<file path="config.mk">
export PLATFORM = sky130hd
export DESIGN_NAME = alu_result_stage
export DESIGN_NICKNAME = d
export VERILOG_FILES = /design/src/rtl/alu_pkg.sv /design/src/rtl/alu_flag_gen.sv /design/src/rtl/alu_result_stage.sv
export SDC_FILE = /design/constraint.sdc
export NUM_CORES = 1
export LEC_CHECK = 0
export BUFFER_PORTS_ARGS = -buffer_cell sky130_fd_sc_hd__buf_2
export CORE_ASPECT_RATIO = 0.6
export CORE_MARGIN = 8
export CORE_UTILIZATION = 30
export DETAILED_ROUTE_END_ITERATION = 16
export GPL_TIMING_DRIVEN = 0
export PLACE_DENSITY = 0.59
export SETUP_SLACK_MARGIN = 0.05
export SLEW_MARGIN = 20
export SYNTH_ARGS = -nofsm -noshare
export SYNTH_HDL_FRONTEND = slang
export SYNTH_SLANG_ARGS = --single-unit
</file>
<file path="constraint.sdc">
create_clock -name clk -period 1.48 [get_ports clk]
set_input_delay 0.074 -clock clk [delete_from_list [all_inputs] [get_ports clk]]
set_output_delay 0.074 -clock clk [all_outputs]
set_load 0.05 [all_outputs]
</file>
<file path="src/rtl/alu_pkg.sv">
// alu_pkg: shared definitions for the ALU and its result stage.
//   opsel_t      - ALU opcode encoding (the only legal opcodes)
//   FLAG_*       - bit positions inside a 4-bit {N,Z,C,V} flag vector
//   alu_entry_t  - one buffered ALU result as held by alu_result_stage
package alu_pkg;

  localparam int ALU_WIDTH = 32;
  localparam int ALU_TAG_W = 5;

  typedef enum logic [3:0] {
    ADD = 4'h0,
    SUB = 4'h1,
    AND = 4'h8,
    OR  = 4'h9,
    XOR = 4'hA,
    NOT = 4'hB,
    SHL = 4'hD
  } opsel_t;

  localparam int FLAG_N = 3;
  localparam int FLAG_Z = 2;
  localparam int FLAG_C = 1;
  localparam int FLAG_V = 0;

  typedef struct packed {
    logic [ALU_WIDTH-1:0] result;
    logic [ALU_TAG_W-1:0] tag;
    logic [3:0]           flags;
    logic                 illegal;
    logic                 setflags;
  } alu_entry_t;

endpackage

</file>
<file path="src/rtl/alu_flag_gen.sv">
// alu_flag_gen: combinational {N,Z,C,V} derivation for one ALU result.
//   result  - ALU result
//   cout    - ALU carry-out (meaningful for ADD/SUB/SHL only)
//   ovf     - ALU signed overflow (meaningful for ADD/SUB only)
//   opsel   - ALU opcode
//   flags   - derived {N,Z,C,V}
//   illegal - opcode is not one of alu_pkg::opsel_t
module alu_flag_gen
  import alu_pkg::*;
#(
  parameter int WIDTH = ALU_WIDTH
) (
  input  logic [WIDTH-1:0] result,
  input  logic             cout,
  input  logic             ovf,
  input  logic [3:0]       opsel,
  output logic [3:0]       flags,
  output logic             illegal
);

  always_comb begin
    // NOTE: every output gets a default before the case so no path through
    // the block leaves a variable unassigned (which would infer a latch).
    flags         = '0;
    illegal       = 1'b0;
    flags[FLAG_N] = result[WIDTH-1];
    flags[FLAG_Z] = (result == '0);
    case (opsel)
      ADD, SUB: begin
        flags[FLAG_C] = cout;
        flags[FLAG_V] = ovf;
      end
      SHL:                flags[FLAG_C] = cout;
      AND, OR, XOR, NOT:  ;  // logic ops: C and V stay clear
      default:            illegal = 1'b1;  // stored anyway, C/V clear
    endcase
  end

endmodule

</file>
<file path="src/rtl/alu_result_stage.sv">
// alu_result_stage: captures ALU results into a 2-entry skid buffer, derives
// flags at push time, and maintains the architectural status-flag register.
//   clk, rst_n     - clock, asynchronous active-low reset
//   flush          - discard all buffered entries on the next edge
//   in_valid/in_ready, in_result, in_cout, in_ovf, in_opsel, in_tag,
//   in_setflags    - upstream handshake and ALU result fields
//   out_valid/out_ready, out_result, out_tag, out_flags, out_illegal
//                  - head entry towards register writeback
//   status_flags   - architectural {N,Z,C,V}, updated when a setflags
//                    entry is popped
// The entry layout comes from alu_pkg, so WIDTH/TAG_W must match the
// package widths.
module alu_result_stage
  import alu_pkg::*;
#(
  parameter int WIDTH = ALU_WIDTH,
  parameter int TAG_W = ALU_TAG_W
) (
  input  logic             clk,
  input  logic             rst_n,
  input  logic             flush,
  input  logic             in_valid,
  output logic             in_ready,
  input  logic [WIDTH-1:0] in_result,
  input  logic             in_cout,
  input  logic             in_ovf,
  input  logic [3:0]       in_opsel,
  input  logic [TAG_W-1:0] in_tag,
  input  logic             in_setflags,
  output logic             out_valid,
  input  logic             out_ready,
  output logic [WIDTH-1:0] out_result,
  output logic [TAG_W-1:0] out_tag,
  output logic [3:0]       out_flags,
  output logic             out_illegal,
  output logic [3:0]       status_flags
);

  typedef enum logic [1:0] {EMPTY, ONE, FULL} state_t;

  state_t     state_q, state_d;
  logic       in_ready_q;
  alu_entry_t head_q, tail_q, new_entry;
  logic [3:0] status_q;
  logic [3:0] new_flags;
  logic       new_illegal;
  logic       push, pop;
  logic       load_head_new, load_head_tail, load_tail;

  alu_flag_gen #(.WIDTH(WIDTH)) u_flag_gen (
    .result  (in_result),
    .cout    (in_cout),
    .ovf     (in_ovf),
    .opsel   (in_opsel),
    .flags   (new_flags),
    .illegal (new_illegal)
  );

  always_comb begin
    new_entry = '{result:   in_result,
                  tag:      in_tag,
                  flags:    new_flags,
                  illegal:  new_illegal,
                  setflags: in_setflags};
  end

  assign out_valid = (state_q != EMPTY);
  assign push      = in_valid & in_ready_q;
  assign pop       = out_valid & out_ready;

  // Next state and buffer load strobes. Head is always the oldest entry;
  // tail is only occupied in FULL.
  always_comb begin
    state_d        = state_q;
    load_head_new  = 1'b0;
    load_head_tail = 1'b0;
    load_tail      = 1'b0;
    case (state_q)
      EMPTY: if (push) begin
        state_d       = ONE;
        load_head_new = 1'b1;
      end
      ONE: begin
        if (push && pop) begin
          load_head_new = 1'b1;  // head leaves, new entry takes its place
        end else if (push) begin
          state_d   = FULL;
          load_tail = 1'b1;
        end else if (pop) begin
          state_d = EMPTY;
        end
      end
      FULL: if (pop) begin
        state_d        = ONE;
        load_head_tail = 1'b1;
      end
      default: state_d = EMPTY;
    endcase
    if (flush) begin
      state_d        = EMPTY;
      load_head_new  = 1'b0;
      load_head_tail = 1'b0;
      load_tail      = 1'b0;
    end
  end

  // in_ready is registered from the next state, so it is low in reset and
  // rises on the first edge after reset release.
  always_ff @(posedge clk or negedge rst_n) begin
    if (!rst_n) begin
      state_q    <= EMPTY;
      in_ready_q <= 1'b0;
    end else begin
      // NOTE: state registers use non-blocking assignments so every flop
      // samples pre-edge values, independent of statement order.
      state_q    <= state_d;
      in_ready_q <= (state_d != FULL);
    end
  end

  // NOTE: the payload registers are reset because out_* must read zero
  // while rst_n is low; tail is reset too so no X ever reaches head.
  always_ff @(posedge clk or negedge rst_n) begin
    if (!rst_n) begin
      head_q <= '0;
      tail_q <= '0;
    end else begin
      if (load_head_new)       head_q <= new_entry;
      else if (load_head_tail) head_q <= tail_q;
      if (load_tail)           tail_q <= new_entry;
    end
  end

  // Status flags retire with the entry; flush suppresses the update even
  // if a pop coincides with it.
  always_ff @(posedge clk or negedge rst_n) begin
    if (!rst_n) begin
      status_q <= '0;
    end else if (pop && head_q.setflags && !flush) begin
      status_q <= head_q.flags;
    end
  end

  assign in_ready     = in_ready_q;
  assign out_result   = head_q.result;
  assign out_tag      = head_q.tag;
  assign out_flags    = head_q.flags;
  assign out_illegal  = head_q.illegal;
  assign status_flags = status_q;

endmodule

</file>
==> insert_results.sql, run 1 <==
INSERT INTO impl_metrics (metric_group, metric, value, unit) VALUES
('sta', 'setup_violations', '1', ''),
('floorplan', 'io_pins', '97', ''),
('logic_synthesis', 'synth_ff_type', 'dfrtp_1', ''),
('drt', 'via_count', '3241', ''),
('sta', 'final-hold-violation-count', '0', ''),
('clocking', 'sink_count', '91', ''),
('clocking', 'worst_skew_pair.late_latency', '0.34', 'ns'),
('logic_synthesis', 'library_cell_with_the_largest_summed_area_after_synthesis', 'dfrtp_1', ''),
('sta', 'final-max-slew-violation-count', '0', ''),
('sta', 'max_slew.worst_pin.slew', '0.631', 'ns'),
('job', 'max-cap-violations', '0', ''),
('logic_synthesis', 'synth_seq_cells', '91', ''),
('clocking', 'cts_max_level', '3', ''),
('logic_synthesis', 'yosys-top-cells-area', 'dfrtp_1 (51%), mux2_4 (11%), mux2i_1 (8.8%)', ''),
('setup_path', 'cp_cell_sequence', 'nand4bb_4 -> buf_12 -> clkbuf_16 -> mux2_4', ''),
('logic_synthesis', 'async_reset_ff_frac', '1.00', ''),
('layout', 'fin_cells', '727', ''),
('pwr', 'leakagePower', '3.01', 'nW'),
('pwr', 'post_route_total_power', '8.46', 'mW'),
('logic_synthesis', 'synth.avg_cell_area', '12.4', 'µm²'),
('place', 'place.detailed.hpwl', '8030', 'µm'),
('setup_path', 'category_of_the_worst_setup_path_capture_point', 'flop', ''),
('setup_path', 'critPathRequiredTime', '1.70', 'ns'),
('layout', 'final-seq-area', '2280', 'µm²'),
('floorplan', 'fp.coreArea', '14500', 'µm²'),
('clocking', 'cts.path.max_buffers', '2', ''),
('logic_synthesis', 'post_synth_inst_count', '359', ''),
('sta', 'max_slew_margin', '0.575', ''),
('status', 'failed_checks', 'setup timing', ''),
('drt', 'drt_pass1_iterations', '4', ''),
('logic_synthesis', 'synth_area', '4440', 'µm²'),
('floorplan', 'initial_utilization', '0.307', ''),
('place', 'buffer_ports.inserted', '96', ''),
('layout', 'layout-area-overhead-vs-synth', '44.3', '%'),
('floorplan', 'die_area', '19100', 'µm²'),
('sta', 'finalHoldWorstSlack', '0.00810', 'ns'),
('floorplan', 'die_y', '110', 'µm'),
('floorplan', 'die_w', '173', 'µm'),
('status', 'run_status', 'finished with violations', ''),
('logic_synthesis', 'synthDominantCellAreaShare', '0.513', ''),
('drt', 'drt-total-wl', '12100', 'µm'),
('clocking', 'cts.clk_slew.worst_paths', '0.06', 'ns'),
('sta', 'layout_worst_path_cycle_share', '1.00', ''),
('setup_path', 'crit_arrival', '1.70', 'ns'),
('setup_path', 'crit_path_top_delay_cell', 'dfrtp_2', ''),
('global_routing', 'first_pass_grt_wire_length', '18800', 'µm'),
('hold_path', 'hold_path_class', 'input pin to flop', ''),
('setup_path', 'critPathMaxStageDelay', '0.45', 'ns'),
('layout', 'nets', '573', ''),
('logic_synthesis', 'synthesis.nets', '408', ''),
('global_routing', 'globalRouteOverflowTotal', '0', ''),
('sta', 'final_critical_path_setup_slack', '-0.00133', 'ns'),
('logic_synthesis', 'seq_area_frac_synth', '0.513', ''),
('global_routing', 'grt_max_degree', '78', ''),
('place', 'place.detailed.instances', '654', ''),
('logic_synthesis', 'synth.distinct_cells', '34', ''),
('clocking', 'tritoncts_clock_tree', 'built', ''),
('sta', 'fin_crit', '1.48', 'ns'),
('sta', 'rsz0062_at_grt', 'yes', ''),
('sta', 'clock-skew-final', '0.00901', 'ns'),
('drt', 'post_drt_wl_per_cell', '16.6', 'µm'),
('clocking', 'clock-root-buffer', 'clkbuf_16', ''),
('layout', 'layout-drive-gt1-share', '0.484', ''),
('layout', 'final_core_util', '0.443', ''),
('pwr', 'power_density_of_the_placed_cells', '1320', 'nW/µm²'),
('setup_path', 'worst_setup_path_start_kind', 'flop', ''),
('drt', 'initialDrtViolationCount', '125', ''),
('clocking', 'cts_made_buffers', '9', ''),
('layout', 'final_cell_area', '6400', 'µm²'),
('place', 'dpl-instance-area', '5210', 'µm²'),
('global_routing', 'antenna_found_initial', '0', '');
synth_stat cells, types with 2 or more instances:
cell / number
nor2b_1: 4
mux2i_1: 39
o21ai_1: 37
buf_2: 6
buf_6: 6
buf_12: 4
inv_1: 2
dfrtp_1: 91
nand4_1: 2
a21oi_1: 3
nor4_1: 8
mux2_2: 10
mux2_4: 33
o21ai_0: 5
buf_4: 42
nand2_1: 43
clkbuf_1: 2
a211oi_1: 3
nor2_1: 4
state kept, by name (all words and copies together) (netlist names):
register,count
tail_q,42
out_flags,3
in_ready,1
out_tag,5
state_q,2
head_q,1
out_result,32
out_illegal,1
status_flags,4
critical path, delay by kind of cell (launching register included):
family	cells	cell delay (ns)
mux	1	0.29
simple gates	1	0.25
flops	1	0.45
buf+inv	2	0.36
power breakdown:
group          leakage, nW  switching [mW]  internal, mW  total, mW
sequential            1.13           0.349          3.07       3.42
clock                0.137           0.946          1.31       2.26
combinational         1.74            1.54          1.24       2.78
total                 3.01            2.83          5.63       8.46
metrics by stage:
stage | setup TNS, ns | worst slack [ns]
finish | -0.00133 | -0.00133
global route | -1.87 | -0.0629
CTS | -0.0373 | -0.0154
detailed placement | -8.13 | -0.233
global placement | -52.11 | -0.672
floorplan | -1.32 | -0.0421
placed cells by master, fill, tap and decap left out, types with 10 or more instances in the layout:
cell type | netlist | final
clkbuf_16 | 0 | 14
nand2_1 | 43 | 36
mux2_2 | 10 | 10
buf_12 | 4 | 13
dlygate4sd3_1 | 0 | 37
mux2i_1 | 39 | 37
dfrtp_1 | 91 | 89
mux2_4 | 33 | 33
o21ai_1 | 37 | 40
buf_2 | 6 | 95
buf_4 | 42 | 46
layer usage:
layer,GRT usage,share of wire,wire length (µm)
met5,0,0,0
met4,0.0294,0.0077,93
met2,0.193,0.44,5280
met3,0.0442,0.051,613
met1,0.166,0.51,6120
repair_timing:
item                                    in CTS  in global routing
endpoints found under the hold margin      141                  1
endpoints found under the setup margin      75                 90
cloned                                       2                  6
setup buffers                                6                  6
pin swaps                                    6                  9
resized for setup                           36                 41
hold buffers                                36                  1
cells by family after synthesis:
kind of cell,Yosys count,share of synthesized area
AOI/OAI and AO/OA,52,0.0626
xor gates and xnor gates,1,0.00197
DFF,91,0.513
buffers and inverters,62,0.114
and+or+nand+nor,71,0.0826
muxes,82,0.225
worst paths after layout:
path	from	to	slack [ns]	cells after the start
worst min register to register	tail_q[2]	tail_q[2]	0.51	2
max in group asynchronous	rst_n	in_ready	0.73	3
worst max register to register	state_q[1]	tail_q[26]	-0.001	4
min in group asynchronous	rst_n	out_result[21]	0.13	2
worst max-delay path	state_q[1]	tail_q[26]	-0.001	4
worst min-delay path	in_result[26]	out_result[26]	0.008	3
cell type report:
type,count,share of cell area
sequential,91,0.356
multi-input combinational,206,0.271
timing repair buffer,154,0.188
buffer,60,0.100
tap,198,0.0387
clock buffer,12,0.0369
clock inverter,4,0.00801
inverter,2,0.00117
No activity file was read; power rests on OpenSTA's default activity.
==> run 2, diff against run 1 <==
ABC_AREA = 1   (was unset)
REMOVE_ABC_BUFFERS = 1   (was unset)
SETUP_SLACK_MARGIN = unset   (was 0.05)
==> run 2 against run 1 <==
The run now ends clean. Power decreased by 4.1%. Synthesized cell count grew 48%. Fmax increased by 2.3%. Largest power group unchanged.
==> insert_results.sql, run 2 <==
INSERT INTO impl_metrics (metric_group, metric, value, unit) VALUES
('clocking', 'tritoncts_clock_tree', 'built', ''),
('pwr', 'maximum_ir_drop_on_the_vdd_rail', '0.682', 'mV'),
('floorplan', 'die_y', '108', 'µm'),
('logic_synthesis', 'yosys.area_share.xor_xnor', '0', ''),
('setup_path', 'worst-path-max-fanout', '6', ''),
('logic_synthesis', 'yosys-mux-area-fraction', '0', ''),
('global_routing', 'groute.usage.overall', '0.142', ''),
('logic_synthesis', 'yosys.area_share.adder', '0', ''),
('drt', 'drt-total-wl', '14000', 'µm'),
('sta', 'max_slew_margin', '0.722', ''),
('logic_synthesis', 'ys_top_cells_by_count', 'nand2_1 (202), dfrtp_1 (91), inv_1 (49)', ''),
('drt', 'initialDrtViolationCount', '314', ''),
('layout', 'largest_register_ff_count', '42', ''),
('drt', 'drt_pass1_iterations', '5', ''),
('setup_path', 'crit_arrival', '1.68', 'ns'),
('place', 'gp_routability_congestion', '0.748', ''),
('sta', 'fin_crit', '1.45', 'ns'),
('global_routing', 'globalRouteOverflowTotal', '0', ''),
('logic_synthesis', 'seq_area_frac_synth', '0.533', ''),
('sta', 'layout_worst_path_cycle_share', '0.978', ''),
('layout', 'antenna_cells', '0', ''),
('drt', 'via_count', '3783', ''),
('global_routing', 'grt_pass1_vias', '3780', ''),
('global_routing', 'first_pass_grt_wire_length', '20300', 'µm'),
('floorplan', 'die_w', '170', 'µm'),
('logic_synthesis', 'async_reset_ff_frac', '1.00', ''),
('logic_synthesis', 'synth_top_family_by_area', 'simple AND/OR/NAND/NOR gates', ''),
('clocking', 'cts_made_buffers', '9', ''),
('sta', 'rsz0062_at_grt', 'yes', ''),
('setup_path', 'critPathRequiredTime', '1.71', 'ns'),
('global_routing', 'grt_max_degree', '52', ''),
('pwr', 'power_density_of_the_placed_cells', '1390', 'nW/µm²'),
('sta', 'final-max-slew-violation-count', '0', ''),
('global_routing', 'antenna_found_initial', '0', ''),
('sta', 'max_slew.worst_pin.slew', '0.418', 'ns'),
('logic_synthesis', 'library_cell_with_the_largest_summed_area_after_synthesis', 'dfrtp_1', ''),
('sta', 'peak_freq', '691', 'MHz'),
('logic_synthesis', 'yosys-top-cells-area', 'dfrtp_1 (53%), nand2_1 (18%), buf_4 (7.6%)', ''),
('logic_synthesis', 'post-synth-top-count-cell', 'nand2_1', ''),
('pwr', 'leakagePower', '3.01', 'nW'),
('place', 'dpl-instance-area', '4630', 'µm²'),
('logic_synthesis', 'synth_enable_flop_cells', '0', ''),
('sta', 'clock-skew-final', '0.00913', 'ns'),
('logic_synthesis', 'synth.avg_cell_area', '8.05', 'µm²'),
('layout', 'final_common_cell', 'nand2_1', ''),
('logic_synthesis', 'synth-simple-area-share', '0.260', ''),
('hold_path', 'hold_path_class', 'input pin to flop', ''),
('logic_synthesis', 'synth_area', '4270', 'µm²'),
('setup_path', 'critPathKind', 'flop to flop', ''),
('clocking', 'cts.path.max_buffers', '2', ''),
('layout', 'layout-area-overhead-vs-synth', '36.4', '%'),
('place', 'buffer_ports.inserted', '96', ''),
('logic_synthesis', 'synth-warning-count', '0', ''),
('pwr', 'post_route_total_power', '8.11', 'mW'),
('sta', 'setup_violations', '0', ''),
('clocking', 'sink_count', '91', ''),
('drt', 'drc', '0', ''),
('logic_synthesis', 'synth.distinct_cells', '20', ''),
('job', 'max-cap-violations', '0', ''),
('drt', 'via_per_instance_ratio', '4.47', ''),
('status', 'run_status', 'completed', ''),
('floorplan', 'io_pins', '97', ''),
('clocking', 'cts_max_level', '3', ''),
('layout', 'most-common-layout-cells', 'nand2_1 (198), buf_2 (95), dfrtp_1 (89)', ''),
('clocking', 'cts.clk_slew.worst_paths', '0.07', 'ns'),
('sta', 'final-hold-violation-count', '0', ''),
('floorplan', 'die_area', '18400', 'µm²'),
('setup_path', 'worst_setup_path_start_kind', 'flop', ''),
('floorplan', 'fp.coreArea', '13800', 'µm²'),
('logic_synthesis', 'synth_seq_cells', '91', ''),
('layout', 'nets', '699', ''),
('logic_synthesis', 'synth_compound_area_frac', '0.0597', ''),
('layout', 'registers.top_by_ff_count', 'tail_q', ''),
('clocking', 'worst_skew_pair.late_latency', '0.34', 'ns'),
('layout', 'layout-drive-gt1-share', '0.258', ''),
('sta', 'finalHoldWorstSlack', '0.0225', 'ns'),
('clocking', 'clock-root-buffer', 'clkbuf_16', ''),
('place', 'place.detailed.hpwl', '7430', 'µm'),
('floorplan', 'placementRows', '33', ''),
('logic_synthesis', 'synth_ff_type', 'dfrtp_1', ''),
('logic_synthesis', 'post_synth_inst_count', '531', ''),
('drt', 'post_drt_wl_per_cell', '16.5', 'µm'),
('layout', 'final_cell_area', '5830', 'µm²'),
('setup_path', 'category_of_the_worst_setup_path_capture_point', 'flop', ''),
('drt', 'antenna_left', '0', ''),
('floorplan', 'initial_utilization', '0.310', ''),
('logic_synthesis', 'synthDominantCellAreaShare', '0.533', '');
## run 2: cell type report
| class | count | area [µm²] |
|---|---|---|
| multi-input combinational | 332 | 1540 |
| timing repair buffer | 159 | 1150 |
| fill | 1359 | 7960 |
| timing repair inverter | 5 | 47.5 |
| sequential | 91 | 2280 |
| tap | 192 | 240 |
| inverter | 52 | 240 |
| clock inverter | 7 | 105 |
| clock buffer | 9 | 225 |
## run 2: power breakdown
group	leakage, nW	switching [mW]	internal [mW]
logic	1.70	1.56	0.647
clock network	0.159	1.05	1.51
registers	1.15	0.306	3.03
## run 2: worst paths after layout
| kind | slack [ns] | endpoint | from | cells after the start |
|---|---|---|---|---|
| max | 0.03 | tail_q[27] | state_q[0] | 9 |
| min | 0.02 | tail_q[20] | in_result[9] | 3 |
| max reg2reg | 0.03 | tail_q[27] | state_q[0] | 9 |
| min reg2reg | 0.48 | out_result[25] | out_result[25] | 2 |
| max in group asynchronous | 0.67 | state_q[0] | rst_n | 3 |
| min in group asynchronous | 0.20 | out_result[15] | rst_n | 2 |
## run 2: layer usage
metal  wire [µm]  track usage
met1        6920        0.190
met2        6130        0.222
met3         845       0.0422
met4          87       0.0318
met5           0            0
## run 2: repair_timing
action / 4_1_cts / 5_1_grt
pin swaps: 5 / 8
setup buffers: 10 / 11
endpoints found under the hold margin: 104 / 0
resized for setup: 24 / 23
setup endpoints to repair: 85 / 81
cloned: 6 / 7
hold buffers: 38 / 0
## run 2: worst max-delay path, stage by stage, from the launching register on
cell,delay (ns)
dfrtp_2,0.46
inv_2,0.06
nor2_2,0.12
inv_2,0.06
nor2_4,0.13
buf_6,0.16
nand2_8,0.08
buf_6,0.16
nand2_1,0.06
o21ai_1,0.06
## run 2: kinds of logic (layout without fill, tap and decap cells)
logic type / after synthesis / in the layout
simple gates: 278 / 284
buf+inv: 114 / 232
flops: 91 / 91
compound gates: 48 / 48
## run 2: per-stage QoR
stage | setup slack, ns | utilization | instances | TNS, ns
2_1_floorplan | -1.18 | - | 469 | -63.41
3_3_place_gp | -2.04 | 0.331 | 757 | -161.73
3_5_place_dp | -0.766 | 0.336 | 759 | -37.32
4_1_cts | 0.00724 | 0.405 | 829 | 0
5_1_grt | -0.0366 | 0.423 | 847 | -0.715
6_report | 0.0320 | 0.423 | 847 | 0
